--- src/rtl/uart_pkg.sv ---
// rtl/uart_pkg.sv - shared UART types, defaults and width helper
package uart_pkg;

  localparam int UART_DATA_BITS = 8;

  typedef enum logic {
    ARB_IDLE   = 1'b0,
    ARB_LOCKED = 1'b1
  } arb_state_t;

  // Index/counter widths never collapse to zero bits, even for 1 requester or TIMEOUT=0.
  function automatic int clog2_min1(input int value);
    return (value > 1) ? $clog2(value) : 1;
  endfunction

endpackage

--- src/rtl/rr_pick.sv ---
// rtl/rr_pick.sv - combinational round-robin priority search from a start index
module rr_pick
  import uart_pkg::*;
#(
  parameter  int N  = 2,
  localparam int IW = clog2_min1(N)
) (
  input  logic [N-1:0]  req,
  input  logic [IW-1:0] start,
  output logic [N-1:0]  gnt,
  output logic [IW-1:0] idx,
  output logic          any
);

  logic [IW-1:0] cand;

  // Visit start, start+1, ... wrapping at N-1; the first requester seen wins.
  always_comb begin
    gnt  = '0;
    idx  = '0;
    any  = 1'b0;
    cand = '0;
    for (int k = 0; k < N; k++) begin
      cand = IW'((int'(start) + k) % N);
      if (!any && req[cand]) begin
        any       = 1'b1;
        idx       = cand;
        gnt[cand] = 1'b1;
      end
    end
  end

endmodule

--- src/rtl/uart_tx_arbiter.sv ---
// rtl/uart_tx_arbiter.sv - message-granular round-robin sharing of one uart_tx byte stream
module uart_tx_arbiter
  import uart_pkg::*;
#(
  parameter  int NUM_REQ   = 2,
  parameter  int DATA_BITS = UART_DATA_BITS,
  parameter  int TIMEOUT   = 1024,
  localparam int IDX_W     = clog2_min1(NUM_REQ),
  localparam int TO_W      = clog2_min1(TIMEOUT + 1)
) (
  input  logic                         clk,
  input  logic                         rst_n,
  input  logic [NUM_REQ*DATA_BITS-1:0] req_data,
  input  logic [NUM_REQ-1:0]           req_last,
  input  logic [NUM_REQ-1:0]           req_valid,
  output logic [NUM_REQ-1:0]           req_ready,
  output logic [DATA_BITS-1:0]         data,
  output logic                         data_valid,
  input  logic                         data_ready,
  output logic [IDX_W-1:0]             owner,
  output logic                         locked
);

  arb_state_t          state;
  arb_state_t          state_next;
  logic [TO_W-1:0]     idle_cnt;
  logic                slot_free;
  logic                accept;
  logic                acc_last;
  logic                owner_idle;
  logic                cnt_hit;
  logic [IDX_W-1:0]    start_idx;
  logic [IDX_W-1:0]    pick_idx;
  logic [IDX_W-1:0]    grant_idx;
  logic [NUM_REQ-1:0]  pick_gnt;
  logic                pick_any;

  assign slot_free  = !data_valid || data_ready;
  assign start_idx  = (int'(owner) >= NUM_REQ - 1) ? '0 : owner + 1'b1;
  assign grant_idx  = (state == ARB_IDLE) ? pick_idx : owner;
  assign accept     = |(req_valid & req_ready);
  assign acc_last   = req_last[grant_idx];
  assign owner_idle = !req_valid[owner];
  assign locked     = (state == ARB_LOCKED);

  // The counter value seen here is the one before this idle cycle is counted.
  assign cnt_hit = (TIMEOUT != 0) && ((int'(idle_cnt) + 1) >= (TIMEOUT - 1));

  rr_pick #(
    .N (NUM_REQ)
  ) u_rr_pick (
    .req   (req_valid),
    .start (start_idx),
    .gnt   (pick_gnt),
    .idx   (pick_idx),
    .any   (pick_any)
  );

  always_ff @(posedge clk or negedge rst_n) begin
    if (!rst_n) begin
      state <= ARB_IDLE;
    end else begin
      state <= state_next;
    end
  end

  always_comb begin
    state_next = state;
    case (state)
      ARB_IDLE: begin
        if (accept && !acc_last) begin
          state_next = ARB_LOCKED;
        end
      end
      ARB_LOCKED: begin
        if (accept) begin
          if (acc_last) begin
            state_next = ARB_IDLE;
          end
        end else if (owner_idle && cnt_hit) begin
          state_next = ARB_IDLE;
        end
      end
      default: state_next = ARB_IDLE;
    endcase
  end

  // Reset also masks ready so nothing is offered while rst_n is low.
  always_comb begin
    req_ready = '0;
    if (rst_n && slot_free) begin
      case (state)
        ARB_IDLE: begin
          if (pick_any) begin
            req_ready = pick_gnt;
          end
        end
        ARB_LOCKED: begin
          req_ready[owner] = req_valid[owner];
        end
        default: req_ready = '0;
      endcase
    end
  end

  always_ff @(posedge clk or negedge rst_n) begin
    if (!rst_n) begin
      owner <= '0;
    end else if (accept && (state == ARB_IDLE)) begin
      owner <= pick_idx;
    end
  end

  // Only a starved owner ages the lock; backpressure leaves the counter alone.
  always_ff @(posedge clk or negedge rst_n) begin
    if (!rst_n) begin
      idle_cnt <= '0;
    end else if (state_next == ARB_IDLE) begin
      idle_cnt <= '0;
    end else if (accept) begin
      idle_cnt <= '0;
    end else if ((state == ARB_LOCKED) && owner_idle && (TIMEOUT != 0)) begin
      idle_cnt <= idle_cnt + 1'b1;
    end
  end

  always_ff @(posedge clk or negedge rst_n) begin
    if (!rst_n) begin
      data       <= '0;
      data_valid <= 1'b0;
    end else if (accept) begin
      data       <= req_data[int'(grant_idx)*DATA_BITS +: DATA_BITS];
      data_valid <= 1'b1;
    end else if (data_ready) begin
      data_valid <= 1'b0;
    end
  end

endmodule

--- config.mk ---
export PLATFORM = sky130hd
export DESIGN_NAME = uart_tx_arbiter
export DESIGN_NICKNAME = d
export VERILOG_FILES = /design/src/rtl/uart_pkg.sv /design/src/rtl/rr_pick.sv /design/src/rtl/uart_tx_arbiter.sv
export SDC_FILE = /design/constraint.sdc
export NUM_CORES = 1
export LEC_CHECK = 0
export ABC_AREA = 0
export BUFFER_PORTS_ARGS = -buffer_cell sky130_fd_sc_hd__buf_2
export CAP_MARGIN = 20
export CORE_MARGIN = 2
export CORE_UTILIZATION = 50
export DETAILED_ROUTE_END_ITERATION = 8
export HOLD_SLACK_MARGIN = 0.15
export PLACE_DENSITY = 0.79
export SLEW_MARGIN = 20
export SYNTH_ARGS = -nofsm -noshare
export SYNTH_HDL_FRONTEND = slang
export SYNTH_SLANG_ARGS = --single-unit
--- constraint.sdc ---
create_clock -name clk -period 3.8 [get_ports clk]
set_clock_uncertainty 0.15 [all_clocks]
set_input_delay 0.76 -clock clk [delete_from_list [all_inputs] [get_ports clk]]
set_output_delay 0.76 -clock clk [all_outputs]
set_load 0.03 [all_outputs]
==> Word level (Yosys, flattened, before mapping) <==
Cells that the tools add are included.
Widths: inputs -> output; s select.
{ "word_totals": {"wordCells": 75, "input_bits": 23, "ff_bits": 22, "output_inout_bits": 13} }
{ "classes": {"n_lt_le_gt_ge": 9, "muxes": 35, "n_reduce_logical": 16, "eq_ne": 1, "add_sub_neg": 4, "bitwise_logic": 4, "shifts": 1} }
{ "op_table": {"columns": ["op", "n"], "rows": [
  ["$mux 11", 3],
  ["$mux 1", 23],
  ["$shiftx 16x5->8", 1],
  ["$add 11x1->12 const B", 1],
  ["$ge 12x10->1 const B", 1],
  ["$add 11x1->11 const B", 1],
  ["$logic_and 1x1->1", 9],
  ["$lt 1x2->1 const B", 4],
  ["$mux 2", 4],
  ["$and 2x2->2", 2],
  ["$ge 1x1->1 const B", 4],
  ["$logic_not 1->1", 4],
  ["$pmux 2 s2", 1],
  ["$demux 1 s1", 3],
  ["$ne 3x1->1 const B", 1],
  ["$add 1x1->1 const B", 2],
  ["$or 2x2->2", 1],
  ["$pmux 1 s2", 1],
  ["$reduce_bool 2->1", 1],
  ["$reduce_or 2->1", 1],
  ["$logic_or 1x1->1", 1],
  ["$not 1->1", 1]
]} }

==> Longest topological paths before layout <==
Gate-level depths: netlist (run 1).
{ "logic_depth": {"word_depth": 18, "mapped_depth": 8, "ltp_nobuf": 7} }

==> Hierarchy <==
From an unflattened synthesis (run 1), not the netlist that was laid out.
{ "hier_totals": {"cells_unflattened": 145, "hier_area_um2": 1307.5} }
{ "by_module_without_submodules": {"columns": ["module", "seq_area_each_um2", "cells_each", "area_per_inst_um2", "n_inst"], "rows": [
  ["uart_tx_arbiter", 550.5, 140, 1275.0, 1],
  ["rr_pick", 0.0, 5, 32.5, 1]
]} }

==> Worst setup path after synthesis (run 1) <==
OpenSTA, ideal clock, no wires.
{ "synth_timing": {"kind": "input -> output", "start": "in data_ready", "end": "out req_ready[1]", "t_required_ns": 2.890, "path_stages": 3, "arrival_ns": 1.866, "path_buffers": 0, "path_slack_ns": 1.024, "path_cell_list": "nand2b_1 > nand2_1 > a311oi_1"} }
{ "synth_via": {"elab_chain_cells": 3} }
{ "synth_lines": {"columns": ["item", "line", "source"], "rows": [
  ["start, declared", "uart_tx_arbiter.sv:19", "input logic data_ready,"],
  ["$logic_or 1x1->1", "uart_tx_arbiter.sv:38", "assign slot_free = !data_valid || data_ready;"],
  ["$logic_and 1x1->1", "uart_tx_arbiter.sv:91", "if (rst_n && slot_free) begin"],
  ["$mux 2", "uart_tx_arbiter.sv:91", null],
  ["end, declared", "uart_tx_arbiter.sv:16", "output logic [NUM_REQ-1:0] req_ready,"]
]} }
No other way between the ends.

==> Final worst setup path (run 1) <==
{ "layout_timing": {"start": "reg idle_cnt[1]", "end": "reg idle_cnt[0]"} }
{ "layout_via": {"elab_chain_cells": 7, "elab_cells_between_ends": 8, "cone_classes": "1 x add/sub; 1 x order compare; 1 x eq/ne; 4 x mux; 1 x reduce/logical"} }
{ "layout_lines": {"columns": ["item", "line", "source"], "rows": [
  ["start, declared", "uart_tx_arbiter.sv:26", "logic [TO_W-1:0] idle_cnt;"],
  ["start signal, assigned", "uart_tx_arbiter.sv:123", "idle_cnt <= idle_cnt + 1'b1;"],
  ["$add 11x1->12 *", "uart_tx_arbiter.sv:47", "assign cnt_hit = (TIMEOUT != 0) && ((int'(idle_cnt) + 1) >= (TIMEOUT - 1));"],
  ["$ge 12x10->1 *", "uart_tx_arbiter.sv:47", null],
  ["$logic_and 1x1->1 *", "uart_tx_arbiter.sv:80", "end else if (owner_idle && cnt_hit) begin"],
  ["$mux 1 *", "uart_tx_arbiter.sv:80", null],
  ["$mux 1 *", "uart_tx_arbiter.sv:76", "if (accept) begin"],
  ["$pmux 1 s2 *", "uart_tx_arbiter.sv:69", "case (state)"],
  ["$ne 3x1->1 (no line) or $mux 11 (tied branches)", null, null]
]} }
Mark *: on every way between the ends. The rest lies on a longest branch, timed or not.
A chain may end at the register's enable or synchronous reset.

==> out/metrics.csv, run 1 <==
metric,value,unit
status,"finished, final reports clean",
dr.pass1.iters,4,
synth_seq_area_share,42.1,%
met1_usage,22.9,%
antenna_found_initial,0,
fp.dieH,55.1,um
drtIter0Drc,24,
async_flop_share,100,%
synth_area,1310,um^2
path_cells,ha_1 > nand4_2 > nor3_2 > mux2_4 > a2111o_1 > nor2_1 > mux2_2,
synthesis.nets,164,
criticalPathCategory,reg2reg,
crit_slowest_cell,a2111o_1,
hold_ws,0.281,ns
finalCriticalPeriod,2.62,ns
grt_max_degree,24,
grt_setup_unrepaired,false,
cts_max_level,1,
clock_path_buffers,2,
cap_violations,0,
area_growth_syn_to_layout,19.5,%
synthFlopType,dfrtp_1,
cts_made_buffers,3,
p_sw,0.000448,W
setup_viol,0,
finalHoldViolCount,0,
synth_warnings,0,
holdCritPathClass,in2async,
tightest_slew,0.417,ns
crit_arrival,2.73,ns
layout_commonest_cell,buf_2,
power.share.combinational,48.1,%
cp.buffers_inverters,0,
hpwl,2060,um
fmax,381,MHz
crit_path_max_incr_delay,0.53,ns
cts.sinks,22,
cts_tree,done,
slew_headroom,72.2,%
met3_usage,4.84,%
grt.total_usage,19.1,%
viasPerCell,5.38,
antenna_left,0,
switching_share,43.3,%
dieArea,3040,um^2
io_pins,36,
initial_utilization,52.8,%
fp.dieW,55.1,um
clock_power_share,17.5,%
cts_hold_buffers,0,
via_count,1102,
n_fill_cell,208,
root_buffer,clkbuf_4,
power.density,662,nW/um^2
num-nets-final,201,
p_int,0.000587,W
coreArea,2480,um^2
gr-total-overflow,0,
period_share,69.0,%
crit_fanout,11,
yosys.area.top_type,dfrtp_1,
drive_gt1_share,30.3,%
grt_pass1_vias,964,
layout_common_cells,"35 x buf_2, 22 x dfrtp_1, 18 x nand2_1",
p_leak,0.768,nW
synth_area_per_cell,9.41,um^2
num_antenna_cells,0,
clkTransAtPathRegs,0.13,ns
place.gp.congestion,0.781,
tns,0,ns
power,0.00104,W
post_cts_buffers,0,
slew_viol_final,0,
cp-end-kind,flop,
post_drt_wl_per_cell,13.3,um
io_buffers,35,
drc,0,
netlist_top_cells_area,"dfrtp_1 42%, mux2i_1 7.7%, a21oi_1 5.7%",
grt_pass1_wl,4110,um
clk_latency,0.32,ns
cp.required,3.91,ns
grt_use_met2,34.1,%
fin_util,63.1,%
post_cts_resized,0,
synth-seq-cells,22,
max-vdd-ir-drop,0.000490,V
synth_edf_count,0,
routed_wl,2720,um
startpoint_type,flop,
grt-busiest-layer,met2,
num_rows,18,
crit_family,simple AND/OR/NAND/NOR gates,
pwr-share-seq,34.4,%
yosysUniqueCellTypes,41,
syn_inst,139,
synth_top_area_share,42.1,%
## routing by layer
metal | vias to the layer above | share of wire (%)
li1 | 565 | -
met1 | 516 | 45
met2 | 18 | 51
met3 | 3 | 3.4
met4 | 0 | 0.55
met5 | - | 0
## power groups by stage
stage / Clock [W] / Sequential (W) / Combinational (W)
floorplan: 0 / 0.000452 / 0.000293
global placement: 0 / 0.000357 / 0.000492
detailed placement: 0 / 0.000362 / 0.000502
CTS: 0.000186 / 0.000357 / 0.000503
global route: 0.000197 / 0.000367 / 0.000548
finish: 0.000181 / 0.000357 / 0.000498
## cell type report
| class | count | area (um^2) | area share (%) |
|---|---|---|---|
| Multi-Input combinational cell | 106 | 702 | 44.9 |
| Sequential cell | 22 | 551 | 35.2 |
| Timing Repair Buffer | 39 | 205 | 13.1 |
| Tap cell | 30 | 37.5 | 2.40 |
| Clock inverter | 1 | 30.0 | 1.92 |
| Clock buffer | 3 | 22.5 | 1.44 |
| Inverter | 4 | 15.0 | 0.961 |
## stage by stage
stage	setup WS (ns)	cells	instance area [um^2]
global placement	1.17	201	1510
detailed placement	1.11	201	1510
global route	0.993	205	1560
CTS	1.16	205	1560
finish	1.18	205	1560
floorplan	1.02	139	1310
## registers in the layout, indices dropped and copies added (netlist names)
name,count
data_valid,1
data,8
owner,1
idle_cnt,11
locked,1
## worst register-to-register path, cell delays in order, from the launching register on
cell and delay, ns:
dfrtp_1 0.44, ha_1 0.31, nand4_2 0.19, nor3_2 0.22
mux2_4 0.32, a2111o_1 0.53, nor2_1 0.23, mux2_2 0.17
## final timing paths
kind,from,cells after the start,slack (ns),to
setup reg to reg,idle_cnt[1],7,1.18,idle_cnt[0]
max in group asynchronous,rst_n,2,2.97,idle_cnt[2]
min in group clk,idle_cnt[10],1,0.39,idle_cnt[10]
setup / recovery,idle_cnt[1],7,1.18,idle_cnt[0]
hold / removal,rst_n,2,0.28,owner
hold reg to reg,idle_cnt[10],1,0.39,idle_cnt[10]
## cell families after synthesis
kind of cell | share of synthesized area [%]
fa+ha+maj | 1.91
mux | 9.66
compound gates | 18.9
xor+xnor | 2.01
buf+inv | 4.59
simple gates | 20.9
flops | 42.1
## Yosys cell counts (all sizes together) (2+ instances only)
library cell and n:
dfrtp 22, nand2 18, a21oi 15, nor2 11
mux2i 10, o21ai 6, or3 6, a21o 5
buf 5, inv 4, nand3 4, nand2b 3
nor3 3, o31ai 3, clkbuf 2, ha 2
mux2 2, nand4 2, xor2 2
(Power assumes the default switching activity.)
==> inputs of run 2 (changes only) <==
--- a/config.mk
+++ b/config.mk
@@ -9,10 +9,10 @@
 export BUFFER_PORTS_ARGS = -buffer_cell sky130_fd_sc_hd__buf_2
 export CAP_MARGIN = 20
 export CORE_MARGIN = 2
-export CORE_UTILIZATION = 50
+export CORE_UTILIZATION = 46
 export DETAILED_ROUTE_END_ITERATION = 8
 export HOLD_SLACK_MARGIN = 0.15
-export PLACE_DENSITY = 0.79
+export PLACE_DENSITY = 0.76
 export SLEW_MARGIN = 20
 export SYNTH_ARGS = -nofsm -noshare
 export SYNTH_HDL_FRONTEND = slang
==> constraint.sdc (replaced) <==
create_clock -name clk -period 2.17 [get_ports clk]
set_clock_uncertainty 0.15 [all_clocks]
set_input_delay 0.434 -clock clk [delete_from_list [all_inputs] [get_ports clk]]
set_output_delay 0.434 -clock clk [all_outputs]
set_load 0.03 [all_outputs]
==> out/metrics.csv, run 2 (same netlist as run 1, synthesis figures left out) <==
metric,value,unit,change
io_buffers,35,,unchanged
finalCriticalPeriod,2.15,ns,-0.470 ns
viasPerCell,5.53,,+3.0%
clock_path_buffers,2,,unchanged
place.gp.congestion,0.836,,+7.1%
drc,0,,unchanged
grt_max_degree,21,,-13%
cts.sinks,22,,unchanged
crit_arrival,2.24,ns,-0.49 ns
slew_headroom,79.7,%,+7.5 points
grt_pass1_vias,1040,,+7.9%
cts_tree,done,,
coreArea,2730,um^2,+10%
power.share.combinational,56.6,%,+8.5 points
gr-total-overflow,0,,unchanged
antenna_found_initial,0,,unchanged
finalHoldViolCount,0,,unchanged
tightest_slew,0.303,ns,-0.113 ns
dieArea,3290,um^2,+8.1%
cp-end-kind,flop,,
via_count,1201,,+9.0%
num-nets-final,213,,+6.0%
crit_path_max_incr_delay,0.41,ns,-0.12 ns
fmax,464,MHz,+22%
crit_fanout,6,,-5
pwr-share-seq,33.7,%,-0.7 points
num_antenna_cells,0,,unchanged
status,"finished, final reports clean",,
drive_gt1_share,38.7,%,+8.4 points
cp.required,2.26,ns,-1.65 ns
cts_made_buffers,3,,unchanged
reg_top3,"idle_cnt (11), data (8)",,
grt_pass1_wl,4670,um,+14%
largest-register,idle_cnt,,
setup_viol,0,,unchanged
hpwl,2210,um,+7.0%
initial_utilization,47.8,%,-5.0 points
root_buffer,clkbuf_4,,
post_drt_wl_per_cell,14.0,um,+5.2%
max-vdd-ir-drop,0.000958,V,+96%
fp.dieW,57.3,um,+4.0%
routed_wl,3030,um,+11%
criticalPathCategory,reg2reg,,
p_leak,0.832,nW,+8.3%
dr.pass1.iters,4,,unchanged
num_rows,19,,+1
period_share,99.2,%,+30 points
largest_register_ffs,11,,unchanged
cp.buffers_inverters,1,,+1
crit_family,compound AO/OA/AOI/OAI gates,,
layout_commonest_cell,buf_2,,
p_int,0.00100,W,+71%
io_pins,36,,unchanged
area_growth_syn_to_layout,32.1,%,
clk_latency,0.30,ns,-0.02 ns
crit_slowest_cell,dfrtp_1,,
drtIter0Drc,57,,+140%
tns,0,ns,unchanged
grt_setup_unrepaired,true,,
layout_common_cells,"35 x buf_2, 22 x dfrtp_1, 18 x nand2_1",,
clkTransAtPathRegs,0.12,ns,about the same
clock_power_share,9.7,%,-7.8 points
power,0.00185,W,+79%
grt.total_usage,18.2,%,-0.99 points
slew_viol_final,0,,unchanged
startpoint_type,flop,,
holdCritPathClass,in2reg,,
cap_violations,0,,unchanged
power.density,1070,nW/um^2,+62%
antenna_left,0,,unchanged
fp.dieH,57.3,um,+4.0%
p_sw,0.000847,W,+89%
path_cells,ha_4 > nand4_4 > nor3_2 > mux2_4 > a2111o_1 > buf_6 > o21bai_4 > a22o_1,,
switching_share,45.8,%,+2.5 points
cts_max_level,1,,unchanged
[run 2: changes by cell type in the layout (fill, tap and decap cells not counted), moves of 2 or more]
cell	change
a21oi_2	+2
o31ai_2	-2
nor2_2	+2
buf_4	+9
a21oi_1	-2
o31ai_4	+2
nor2_1	-2
[run 2: path summary, 6_finish.rpt]
check	from	endpoint	slack [ns]	cells past startpoint
setup / recovery	idle_cnt[1]	idle_cnt[2]	0.02	8
hold / removal	req_data[11]	data[3]	0.27	3
setup reg to reg	idle_cnt[1]	idle_cnt[2]	0.02	8
hold reg to reg	data[7]	data[7]	0.39	2
max in group asynchronous	rst_n	data[4]	0.90	3
min in group asynchronous	rst_n	data_valid	0.43	2
[run 2: area by class of cell]
class                           count  area, um^2
Fill cell                         236        1010
Tap cell                           31        38.8
Multi-Input combinational cell    106         786
Sequential cell                    22         551
Clock buffer                        3        22.5
Timing Repair Buffer               51         314
Inverter                            4        15.0
[run 2: power by group through the flow]
stage          Sequential (W)  Combinational, W  Clock [W]
4_1_cts              0.000620          0.000988   0.000186
2_1_floorplan        0.000798          0.000527          0
3_3_place_gp         0.000624          0.000944          0
6_report             0.000625           0.00105   0.000180
5_1_grt              0.000641           0.00113   0.000204
3_5_place_dp         0.000632          0.000970          0
[run 2: metrics by stage]
stage          instances  util (%)  hold slack, ns  instance area, um^2  worst slack [ns]
6_report             217      63.2           0.269                 1730            0.0171
5_1_grt              217      63.2           0.273                 1730           -0.0791
4_1_cts              217      60.8           0.273                 1660           0.00664
3_5_place_dp         212      59.4           0.141                 1620           -0.0964
3_3_place_gp         212      59.4           0.141                 1620        -0.0000515
2_1_floorplan        139         -         -0.0116                 1330           0.00773
[run 2: timing repair]
| item | CTS | global route |
|---|---|---|
| hold buffers | 1 | 0 |
| resized for setup | 0 | 12 |
| pin swaps | 1 | 5 |
| endpoints found under the setup margin | 10 | 12 |
| endpoints found under the hold margin | 22 | 0 |
| buffers inserted | 1 | 0 |
[run 2: worst register-to-register path, stage by stage (launching register included)]
cell      delay (ns)
dfrtp_1         0.41
ha_4            0.16
nand4_4         0.11
nor3_2          0.20
mux2_4          0.31
a2111o_1        0.35
buf_6           0.17
o21bai_4        0.10
a22o_1          0.13
[run 2: metal layers]
metal  share of wire (%)  GRT usage [%]
met1                  43           25.3
met2                  54           29.7
met3                 3.5           4.08
met4                   0           2.99
met5                   0              0
